`src/rtl/edge_det_array.sv`:
```
// Multi-channel input conditioner: per-channel synchroniser, debounce filter,
// selectable edge pulse and sticky event flag, plus a global any-event summary.

module edge_det_lane #(
    parameter int SYNC_STAGES = 2,
    parameter int DB_COUNT    = 4,
    parameter int CNT_W       = 3
) (
    input  logic       clk,
    input  logic       rst,
    input  logic       din,
    input  logic [1:0] mode,
    input  logic       clr,
    output logic       level,
    output logic       pulse,
    output logic       event_flag,
    output logic       flag_next
);

    logic [SYNC_STAGES-1:0] sync;
    logic [CNT_W-1:0]       cnt;
    logic                   s;
    logic                   expire;
    logic                   pulse_next;

    assign s = sync[SYNC_STAGES-1];

    // The filtered level flips on the cycle the counter has seen DB_COUNT
    // consecutive differing samples; the pulse is decided on that same edge.
    assign expire     = (s != level) && (cnt == CNT_W'(DB_COUNT - 1));
    assign pulse_next = expire & ((s & mode[0]) | (~s & mode[1]));
    assign flag_next  = (event_flag & ~clr) | pulse_next;

    always_ff @(posedge clk) begin
        if (rst) begin
            sync       <= '0;
            cnt        <= '0;
            level      <= 1'b0;
            pulse      <= 1'b0;
            event_flag <= 1'b0;
        end else begin
            sync <= {sync[SYNC_STAGES-2:0], din};
            if (s == level) begin
                cnt <= '0;
            end else if (expire) begin
                level <= s;
                cnt   <= '0;
            end else begin
                cnt <= cnt + CNT_W'(1);
            end
            pulse      <= pulse_next;
            event_flag <= flag_next;
        end
    end

endmodule

module edge_det_array #(
    parameter int CHANNELS    = 4,
    parameter int SYNC_STAGES = 2,
    parameter int DB_COUNT    = 4
) (
    input  logic                  clk,
    input  logic                  rst,
    input  logic [CHANNELS-1:0]   din,
    input  logic [2*CHANNELS-1:0] mode,
    input  logic [CHANNELS-1:0]   clr,
    output logic [CHANNELS-1:0]   level,
    output logic [CHANNELS-1:0]   pulse,
    output logic [CHANNELS-1:0]   event_flag,
    output logic                  any_event
);

    localparam int CNT_W = $clog2(DB_COUNT + 1);

    logic [CHANNELS-1:0] flag_next;

    for (genvar g = 0; g < CHANNELS; g++) begin : g_lane
        edge_det_lane #(
            .SYNC_STAGES (SYNC_STAGES),
            .DB_COUNT    (DB_COUNT),
            .CNT_W       (CNT_W)
        ) u_lane (
            .clk        (clk),
            .rst        (rst),
            .din        (din[g]),
            .mode       (mode[2*g +: 2]),
            .clr        (clr[g]),
            .level      (level[g]),
            .pulse      (pulse[g]),
            .event_flag (event_flag[g]),
            .flag_next  (flag_next[g])
        );
    end

    // Built from next-state flags so the summary lands in the same cycle.
    always_ff @(posedge clk) begin
        if (rst) any_event <= 1'b0;
        else     any_event <= |flag_next;
    end

endmodule
```
`config.mk`:
```
export PLATFORM = sky130hd
export DESIGN_NAME = edge_det_array
export DESIGN_NICKNAME = d
export VERILOG_FILES = /design/src/rtl/edge_det_array.sv
export SDC_FILE = /design/constraint.sdc
export NUM_CORES = 1
export LEC_CHECK = 0
export CORE_MARGIN = 3
export CORE_UTILIZATION = 39
export DETAILED_ROUTE_END_ITERATION = 7
export PLACE_DENSITY = 0.68
export SLEW_MARGIN = 10
export SYNTH_ARGS = -nofsm -noshare
export SYNTH_HDL_FRONTEND = slang
export SYNTH_SLANG_ARGS = --single-unit
```
`constraint.sdc`:
```
create_clock -name clk -period 1.4 [get_ports clk]
set_input_delay 0.28 -clock clk [delete_from_list [all_inputs] [get_ports clk]]
set_output_delay 0.28 -clock clk [all_outputs]
set_load 0.05 [all_outputs]
```
==> reports/qor.yml, run 1 <==
clock_tree:
  ctsHoldBuffers: 0
  clock_path_buffers: 2
  clk_latency_ps: 320
  clkSinkCount: 33
  cts_root_buf: "clkbuf_4"
  cts_tree: "yes"
  cts-buffers-inserted: 5
  clkTransAtPathRegs_ps: 90
  htreeDepth: 2
global_route:
  grt_pass1_vias: 967
  grt-ovfl-total: 0
  antenna_found_initial: 0
  grt_max_degree: 22
  grt_pass1_wl_mm: 3.79
  grt.total_usage: 0.121
finish:
  final_common_cell: "dfxtp_1"
  final_nets: 193
  most-common-layout-cells: "dfxtp_1 (29), nor2_1 (28), clkdlybuf4s50_1 (17)"
  layoutNonFillerInstCount: 212
  fillers: 260
  n_antenna_cell: 0
  area_delta_synth_final_pct: 47.7
  layout-drive-gt1-share: 0.286
floorplanning:
  io_pins: 31
  dieArea_sq_um: 4090
  num_rows: 20
  die_w_microns: 64.0
  die_h_microns: 64.0
  start_util: 0.419
  core_area_sq_um: 3130
routing:
  drc: 0
  first_pass_iters: 4
  ant_nets: 0
  vias: 967
  drtIter0Drc: 18
  wl_per_cell_microns: 10.5
  via_per_inst: 4.56
  totalWireLength_mm: 2.24
logic_synthesis:
  synth_warnings: 0
  synth_seq_cells: 33
  avgSynthCellArea_sq_um: 9.93
  synth_top_area_cell: "dfxtp_1"
  synth_top_area_frac: 0.504
  syn_inst: 132
  syn_nets: 158
  ys_types: 17
  ys_top_cells_by_area: "dfxtp_1 (50%), nor2_1 (8.0%), ha_1 (7.6%), nor2b_1 (7.6%), buf_4 (6.9%)"
  ys_seq_area_frac: 0.504
  syn_area_sq_um: 1310
setup_path:
  rrSetupSlack_ps: -9
  reg2regPathDepth: 6
  critPathCaptureType: "flop"
  crit_type: "flop to flop"
  worst-endpoint-arrival_ps: 1640
  critPathMaxFanout: 2
  cp.required_ps: 1630
  startpoint_type: "flop"
min_path:
  holdPathStages: 1
  hold_path.class: "flop to flop"
placed_design:
  hpwl_mm: 1.69
  place.gp.congestion: 0.797
  dp_slack_ps: -107
  portBuffers: 30
  placed_cells: 199
timing:
  hold_violations: 0
  skew_ps: 8.01
  rsz0062_at_grt: "true"
  min_period_ps: 1410
  max_freq_mhz: 710
  setup_violations: 1
  slew_headroom: 0.786
  tightest_slew_ps: 320
  hold_ws_ps: 434
  final_max_slew_viol_count: 0
  worst_slack_ps: -9.23
  fin_tns_setup_ps: -9.23
  fin_crit_sh: 1.01
status:
  status: "finished with violations"
  violations: "setup timing"
pwr:
  finalPower_uw: 1540
  powerDensity_nw_per_um2: 797
  ir_drop_mv: 0.492
  leakagePower_uw: 0.000764
run:
  cap_violations: 0
==> through the flow <==
stage	area, sq um	utilization
6_report	1940	0.619
3_5_place_dp	1790	0.571
4_1_cts	1860	0.594
3_3_place_gp	1790	0.571
2_1_floorplan	1330	-
5_1_grt	1940	0.619
==> critical path, cell delays in order (launching register included) <==
cell and delay [ps]:
dfxtp_2 340, ha_4 160, ha_4 150, and4b_1 190, a311oi_2 300, buf_4 160, nor2_1 30
==> routing by layer <==
layer,vias up,global-route usage,part of all wire
li1,497,-,-
met4,0,0.0836,0.022
met5,-,0,0
met2,27,0.217,0.50
met1,437,0.114,0.42
met3,6,0.0387,0.058
==> final timing paths <==
check | to | from
max reg2reg | g_lane[1].u_lane.event_flag | g_lane[1].u_lane.cnt[0]
max | g_lane[1].u_lane.event_flag | g_lane[1].u_lane.cnt[0]
min | g_lane[1].u_lane.cnt[0] | g_lane[1].u_lane.cnt[0]
min reg2reg | g_lane[1].u_lane.cnt[0] | g_lane[1].u_lane.cnt[0]
==> final cells by class <==
cell class	count	area, sq um	area share
flip-flops and latches	33	666	0.344
inverters	8	30.0	0.0155
clock buffers	8	48.8	0.0252
well taps	44	55.1	0.0284
repair buffers	42	533	0.275
multi-input cells	77	604	0.312
==> cells by family after synthesis <==
kind of cell / count (synthesis) / share of synthesized area
buffers and inverters: 22 / 0.0973
adder cells (fa/ha/maj): 8 / 0.0763
multiplexers: 4 / 0.0305
AND/OR/NAND/NOR: 52 / 0.215
AO/OA/AOI/OAI: 13 / 0.0773
flip-flops: 33 / 0.504
==> state kept, by name (all words and copies together), names as in the netlist <==
name,count
any_event,1
g_lane.u_lane.cnt,12
g_lane.u_lane.event_flag,4
g_lane.u_lane.level,4
g_lane.u_lane.pulse,4
g_lane.u_lane.sync,8
==> cells in the mapped netlist <==
library cell and instances:
a311oi_2 2, buf_4 12, a41oi_1 1, ha_1 8, nor2_1 28, and2b_1 2
and4b_4 1, mux2i_1 4, dfxtp_1 33, a311oi_1 2, and4b_1 3, o21ai_1 4
and2b_2 2, clkbuf_1 2, a31oi_1 4, nor2b_1 16, inv_1 8
==> power breakdown <==
part | internal (uW) | switching, uW | leakage, uW
logic | 64.0 | 34.0 | 0.000468
registers | 953 | 7.24 | 0.000270
clock network | 200 | 285 | 0.0000265
==> repair_timing <==
action	4_1_cts	5_1_grt
setup buffers	2	3
endpoints found under the setup margin	1	1
pin swaps	8	5
gates resized for setup	4	8
No activity file was read; power rests on OpenSTA's default activity.
==> run 2: changes to the inputs <==
Settings changed: CAP_MARGIN set to 15, CTS_BUF_LIST set to sky130_fd_sc_hd__clkbuf_8, PLACE_DENSITY 0.68 to unset, PLACE_DENSITY_LB_ADDON set to 0.25.
==> run 2 against run 1 <==
Net effect:
- sequential cell count unchanged
- combinational power about the same
- highest routed layer unchanged
- sequential share of layout area barely moved
- critical path type unchanged
- critical path depth down 1
- largest cell class unchanged
- design area up 0.26%
- worst hold slack worse by 29 ps
- the run now ends clean
- fmax increased by 1.4%
- sequential power is essentially flat
==> reports/qor.yml, run 2 (same netlist as run 1, synthesis figures left out) <==
routing:
  drtIter0Drc: 31  # +13
  first_pass_iters: 3  # -1
  via_per_inst: 4.71  # +3.2%
  drc: 0  # unchanged
  wl_per_cell_microns: 11.6  # +10%
  ant_nets: 0  # unchanged
  vias: 974  # +0.72%
  totalWireLength_mm: 2.41  # +7.8%
setup_path:
  startpoint_type: "flop"
  critPathCaptureType: "flop"
  cp.required_ps: 1550  # -80 ps
  rrSetupSlack_ps: 10  # +20 ps
  startpoint: "g_lane[1].u_lane.cnt[0]"
  r2r_start: "g_lane[1].u_lane.cnt[0]"
  critPathMaxFanout: 2  # unchanged
  r2r-end: "any_event"
  worst-endpoint-arrival_ps: 1540  # -100 ps
  cp-endpoint: "any_event"
  crit_type: "flop to flop"
  reg2regPathDepth: 5  # -1
run:
  cap_violations: 0  # unchanged
timing:
  fin_crit_sh: 0.993  # -0.0137
  setup_violations: 0  # -1
  tightest_slew_ps: 301  # -18.5 ps
  rsz0062_at_grt: "true"
  slew_headroom: 0.799  # +0.0128
  hold_violations: 0  # unchanged
  max_freq_mhz: 719  # +1.4%
  skew_ps: 3.38  # -4.64 ps
  final_max_slew_viol_count: 0  # unchanged
  min_period_ps: 1390  # -19.2 ps
floorplanning:
  start_util: 0.419  # unchanged
  die_h_microns: 64.0  # unchanged
  die_w_microns: 64.0  # unchanged
  num_rows: 20  # unchanged
  io_pins: 31  # unchanged
  core_area_sq_um: 3130  # unchanged
  dieArea_sq_um: 4090  # unchanged
placed_design:
  hpwl_mm: 1.82  # +8.0%
  portBuffers: 30  # unchanged
  post_dp_cell_area_sq_um: 1790  # unchanged
  place.gp.congestion: 0.725  # -8.9%
  placed_cells: 199  # unchanged
finish:
  final_nets: 188  # -2.6%
  fillers: 276  # +6.2%
  reg.largest.list: "g_lane.u_lane.cnt: 12 flops, g_lane.u_lane.sync: 8 flops"
  top_register: "g_lane.u_lane.cnt"
  area_delta_synth_final_pct: 48.1
  largest_register_ffs: 12  # unchanged
  final_cell_area_sq_um: 1940  # +0.26%
  n_antenna_cell: 0  # unchanged
  layout-drive-gt1-share: 0.288  # +0.00263
  most-common-layout-cells: "nor2_1 (28), dfxtp_1 (28), clkdlybuf4s50_1 (17)"
  layoutNonFillerInstCount: 207  # -2.4%
clock_tree:
  cts_tree: "yes"
  htreeDepth: 2  # unchanged
  cts-buffers-inserted: 5  # unchanged
  postCtsSetupRepairBufs: 0  # -2
  clock_path_buffers: 2  # unchanged
  clk_latency_ps: 280  # -40 ps
  cts_root_buf: "clkbuf_8"
  clkSinkCount: 33  # unchanged
  clkTransAtPathRegs_ps: 70  # -20 ps
pwr:
  switchingPower_uw: 369  # +13%
  combPwrFrac: 0.053  # -0.011
  p_clk_frac: 0.421  # +0.106
  power_switching_share: 0.202  # -0.00983
  leakagePower_uw: 0.000764  # about the same
  power_frac_seq: 0.525  # -0.097
  ir_drop_mv: 0.676  # +37%
  powerDensity_nw_per_um2: 942  # +18%
  internal_power_uw: 1460  # +20%
min_path:
  hold_path.class: "flop to flop"
global_route:
  grt_max_degree: 21  # -4.5%
  antenna_found_initial: 0  # unchanged
  grt_pass1_vias: 1010  # +4.4%
  grt.total_usage: 0.141  # +0.0209
  grt-ovfl-total: 0  # unchanged
  grt_pass1_wl_mm: 4.33  # +14%
status:
  status: "finished, final reports clean"
run 2: area by class of cell:
| type | instances | area, sq um | area share |
|---|---|---|---|
| repair buffers | 37 | 495 | 0.255 |
| clock buffers | 7 | 96.3 | 0.0496 |
| clock inverters | 1 | 5.00 | 0.00258 |
| flip-flops and latches | 33 | 667 | 0.343 |
| multi-input cells | 77 | 593 | 0.305 |
| well taps | 44 | 55.1 | 0.0284 |
| inverters | 8 | 30.0 | 0.0155 |
run 2: stage by stage:
stage | utilization | setup TNS, ps | worst slack, ps | hold slack, ps | power [uW]
after floorplan | - | 0 | 9.84 | 352 | 1010
after global placement | 0.571 | -127 | -106 | 406 | 1070
after detailed placement | 0.571 | -235 | -166 | 418 | 1080
after CTS | 0.618 | -11.0 | -11.0 | 413 | 1870
after global routing | 0.621 | -65.7 | -65.7 | 425 | 1920
final | 0.621 | 0 | 9.97 | 405 | 1830
run 2: timing repair:
item | 4_1_cts | 5_1_grt
pin swaps | 8 | 0
gates resized for setup | 11 | 1
hold buffers | 0 | 0
endpoints found under the setup margin | 2 | 1
run 2: power groups by stage:
stage / Combinational (uW) / Sequential (uW) / Clock (uW)
after CTS: 98.2 / 961 / 806
after detailed placement: 96.7 / 981 / 0
after floorplan: 30.2 / 979 / 0
after global placement: 94.1 / 980 / 0
final: 97.9 / 961 / 771
after global routing: 109 / 962 / 847
run 2: routing by layer:
layer  part of all wire  up-vias  track usage
li1                   -      482            -
met1               0.36      456        0.118
met3              0.089        6       0.0738
met2               0.52       30        0.261
met4              0.023        0       0.0809
met5                  0        -            0
run 2: worst max-delay path, cell delays in order (launching register included):
cell and delay, ps:
dfxtp_2 330, ha_4 160, ha_4 150, and4b_1 190, a311oi_2 280, a41oi_1 150
run 2: worst min path at each step:
stage,startpoint,end,slack (ps),depth (start not counted)
global route,g_lane[2].u_lane.cnt[0],g_lane[2].u_lane.cnt[0],430,1
floorplan,rst,g_lane[1].u_lane.sync[1],350,1
CTS,g_lane[2].u_lane.cnt[0],g_lane[2].u_lane.cnt[0],410,1
global placement,g_lane[0].u_lane.cnt[0],g_lane[0].u_lane.cnt[0],410,1
finish,g_lane[2].u_lane.cnt[0],g_lane[2].u_lane.cnt[0],410,1
detailed placement,g_lane[0].u_lane.cnt[0],g_lane[0].u_lane.cnt[0],420,1
==> run 3: changes to the inputs <==
Settings changed: RECOVER_POWER set to 50.
==> run 3 against run 2 <==
Net effect:
- global-route usage did not move
- largest cell class unchanged
- combinational power fell by 7.3%
- total power fell by 0.40%
- setup slack improved by 0.92 ps
- cell count did not move
- worst hold slack barely moved
- via count fell by 0.10%
==> reports/qor.yml, run 3 (same netlist as run 1, synthesis figures left out) <==
routing:
  first_pass_iters: 3  # unchanged
  drtIter0Drc: 37  # +19%
  totalWireLength_mm: 2.45  # +1.7%
  wl_per_cell_microns: 11.9  # +1.7%
  vias: 973  # -0.10%
  via_per_inst: 4.70  # -0.10%
  ant_nets: 0  # unchanged
  drc: 0  # unchanged
pwr:
  finalPower_uw: 1820  # -0.40%
  ir_drop_mv: 0.674  # -0.31%
  power_switching_share: 0.202  # about the same
  switchingPower_uw: 368  # -0.31%
  leakagePower_uw: 0.000727  # -4.8%
  p_clk_frac: 0.423  # +0.002
  powerDensity_nw_per_um2: 1020  # +8.1%
  power_frac_seq: 0.527  # +0.002
  combPwrFrac: 0.050  # -0.003
  internal_power_uw: 1450  # -0.43%
finish:
  top_register: "g_lane.u_lane.cnt"
  largest_register_ffs: 12  # unchanged
  layout-drive-gt1-share: 0.288  # unchanged
  most-common-layout-cells: "nor2_1 (28), dfxtp_1 (28), nor2b_1 (16), clkdlybuf4s50_1 (16), clkbuf_2 (11)"
  n_antenna_cell: 0  # unchanged
  final_nets: 188  # unchanged
  reg.largest.list: "g_lane.u_lane.cnt: 12 flops, g_lane.u_lane.sync: 8 flops"
  final_cell_area_sq_um: 1790  # -7.9%
  area_delta_synth_final_pct: 36.5
setup_path:
  reg2regPathDepth: 5  # unchanged
  critPathMaxFanout: 2  # unchanged
  startpoint_type: "flop"
  crit_type: "flop to flop"
  cp.required_ps: 1550  # about the same
  critPathCaptureType: "flop"
  worst-endpoint-arrival_ps: 1540  # about the same
run:
  cap_violations: 0  # unchanged
global_route:
  grt_max_degree: 21  # unchanged
  grt_pass1_vias: 1010  # unchanged
  grt.total_usage: 0.141  # unchanged
  antenna_found_initial: 0  # unchanged
  grt_pass1_wl_mm: 4.33  # unchanged
  grt-ovfl-total: 0  # unchanged
timing:
  tightest_slew_ps: 408  # +107 ps
  hold_violations: 0  # unchanged
  rsz0062_at_grt: "true"
  setup_violations: 0  # unchanged
  worst_slack_ps: 10.9  # +0.917 ps
  min_period_ps: 1390  # -0.917 ps
  max_freq_mhz: 720  # about the same
  fin_crit_sh: 0.992  # about the same
  skew_ps: 3.45  # +0.0746 ps
  final_max_slew_viol_count: 0  # unchanged
  slew_headroom: 0.728  # -0.0712
floorplanning:
  num_rows: 20  # unchanged
  dieArea_sq_um: 4090  # unchanged
  start_util: 0.419  # unchanged
  core_area_sq_um: 3130  # unchanged
  die_h_microns: 64.0  # unchanged
  die_w_microns: 64.0  # unchanged
  io_pins: 31  # unchanged
clock_tree:
  cts-buffers-inserted: 5  # unchanged
  clkTransAtPathRegs_ps: 70  # about the same
  postCtsSetupRepairBufs: 0  # unchanged
  clkSinkCount: 33  # unchanged
  clock_path_buffers: 2  # unchanged
  htreeDepth: 2  # unchanged
  ctsHoldBuffers: 0  # unchanged
  clk_latency_ps: 280  # about the same
  cts_tree: "yes"
  cts_root_buf: "clkbuf_8"
placed_design:
  place.gp.congestion: 0.725  # unchanged
  portBuffers: 30  # unchanged
  hpwl_mm: 1.82  # unchanged
  dp_slack_ps: -166  # unchanged
  post_dp_cell_area_sq_um: 1790  # unchanged
min_path:
  holdPathStages: 1  # unchanged
  hold_path.class: "flop to flop"
status:
  status: "finished, final reports clean"
-- run 3: cell count changes in the layout (fill, tap and decap cells not counted) --
cell,delta
dlygate4sd3_1,+1
buf_4,-1
buf_12,-10
clkbuf_2,+11
clkdlybuf4s50_1,-1
-- run 3: routing by layer --
layer	up-vias	wire length, microns	track usage
met3	7	219	0.0738
met2	30	1260	0.261
met5	-	0	0
li1	482	-	-
met1	454	917	0.118
met4	0	58	0.0809
-- run 3: layout make-up --
| class | count | area [sq um] |
|---|---|---|
| Inverter | 8 | 30.0 |
| Fill cell | 292 | 1340 |
| Timing Repair Buffer | 37 | 343 |
| Sequential cell | 33 | 667 |
| Tap cell | 44 | 55.1 |
| Clock inverter | 1 | 5.00 |
| Multi-Input combinational cell | 77 | 593 |
| Clock buffer | 7 | 96.3 |
-- run 3: per-stage QoR --
| stage | util | hold slack, ps | TNS (ps) | std cells |
|---|---|---|---|---|
| 2_1_floorplan | - | 352 | 0 | 132 |
| 3_3_place_gp | 0.571 | 406 | -127 | 199 |
| 3_5_place_dp | 0.571 | 418 | -235 | 199 |
| 4_1_cts | 0.618 | 413 | -11.0 | 207 |
| 5_1_grt | 0.572 | 425 | -65.7 | 207 |
| 6_report | 0.572 | 406 | 0 | 207 |
-- run 3: worst max-delay path, cell delays in order (launching register included) --
cell and delay [ps]:
dfxtp_2 330, ha_4 160, ha_4 140, and4b_1 190
a311oi_2 280, a41oi_1 150
-- run 3: timing repair --
item,4_1_cts,5_1_grt
setup endpoints to repair,2,1
pin swaps,8,0
endpoints found under the hold margin,0,0
gates resized for setup,11,1
-- run 3: final timing paths --
path | startpoint | to | slack, ps
max | g_lane[1].u_lane.cnt[0] | any_event | 10
min | g_lane[2].u_lane.cnt[0] | g_lane[2].u_lane.cnt[0] | 410
max reg2reg | g_lane[1].u_lane.cnt[0] | any_event | 10
min reg2reg | g_lane[2].u_lane.cnt[0] | g_lane[2].u_lane.cnt[0] | 410
-- run 3: power by group through the flow --
stage          Combinational, uW  Clock, uW  Sequential (uW)
2_1_floorplan               30.2          0              979
6_report                    90.8        771              961
4_1_cts                     98.2        806              961
5_1_grt                      102        847              962
3_3_place_gp                94.1          0              980
3_5_place_dp                96.7          0              981
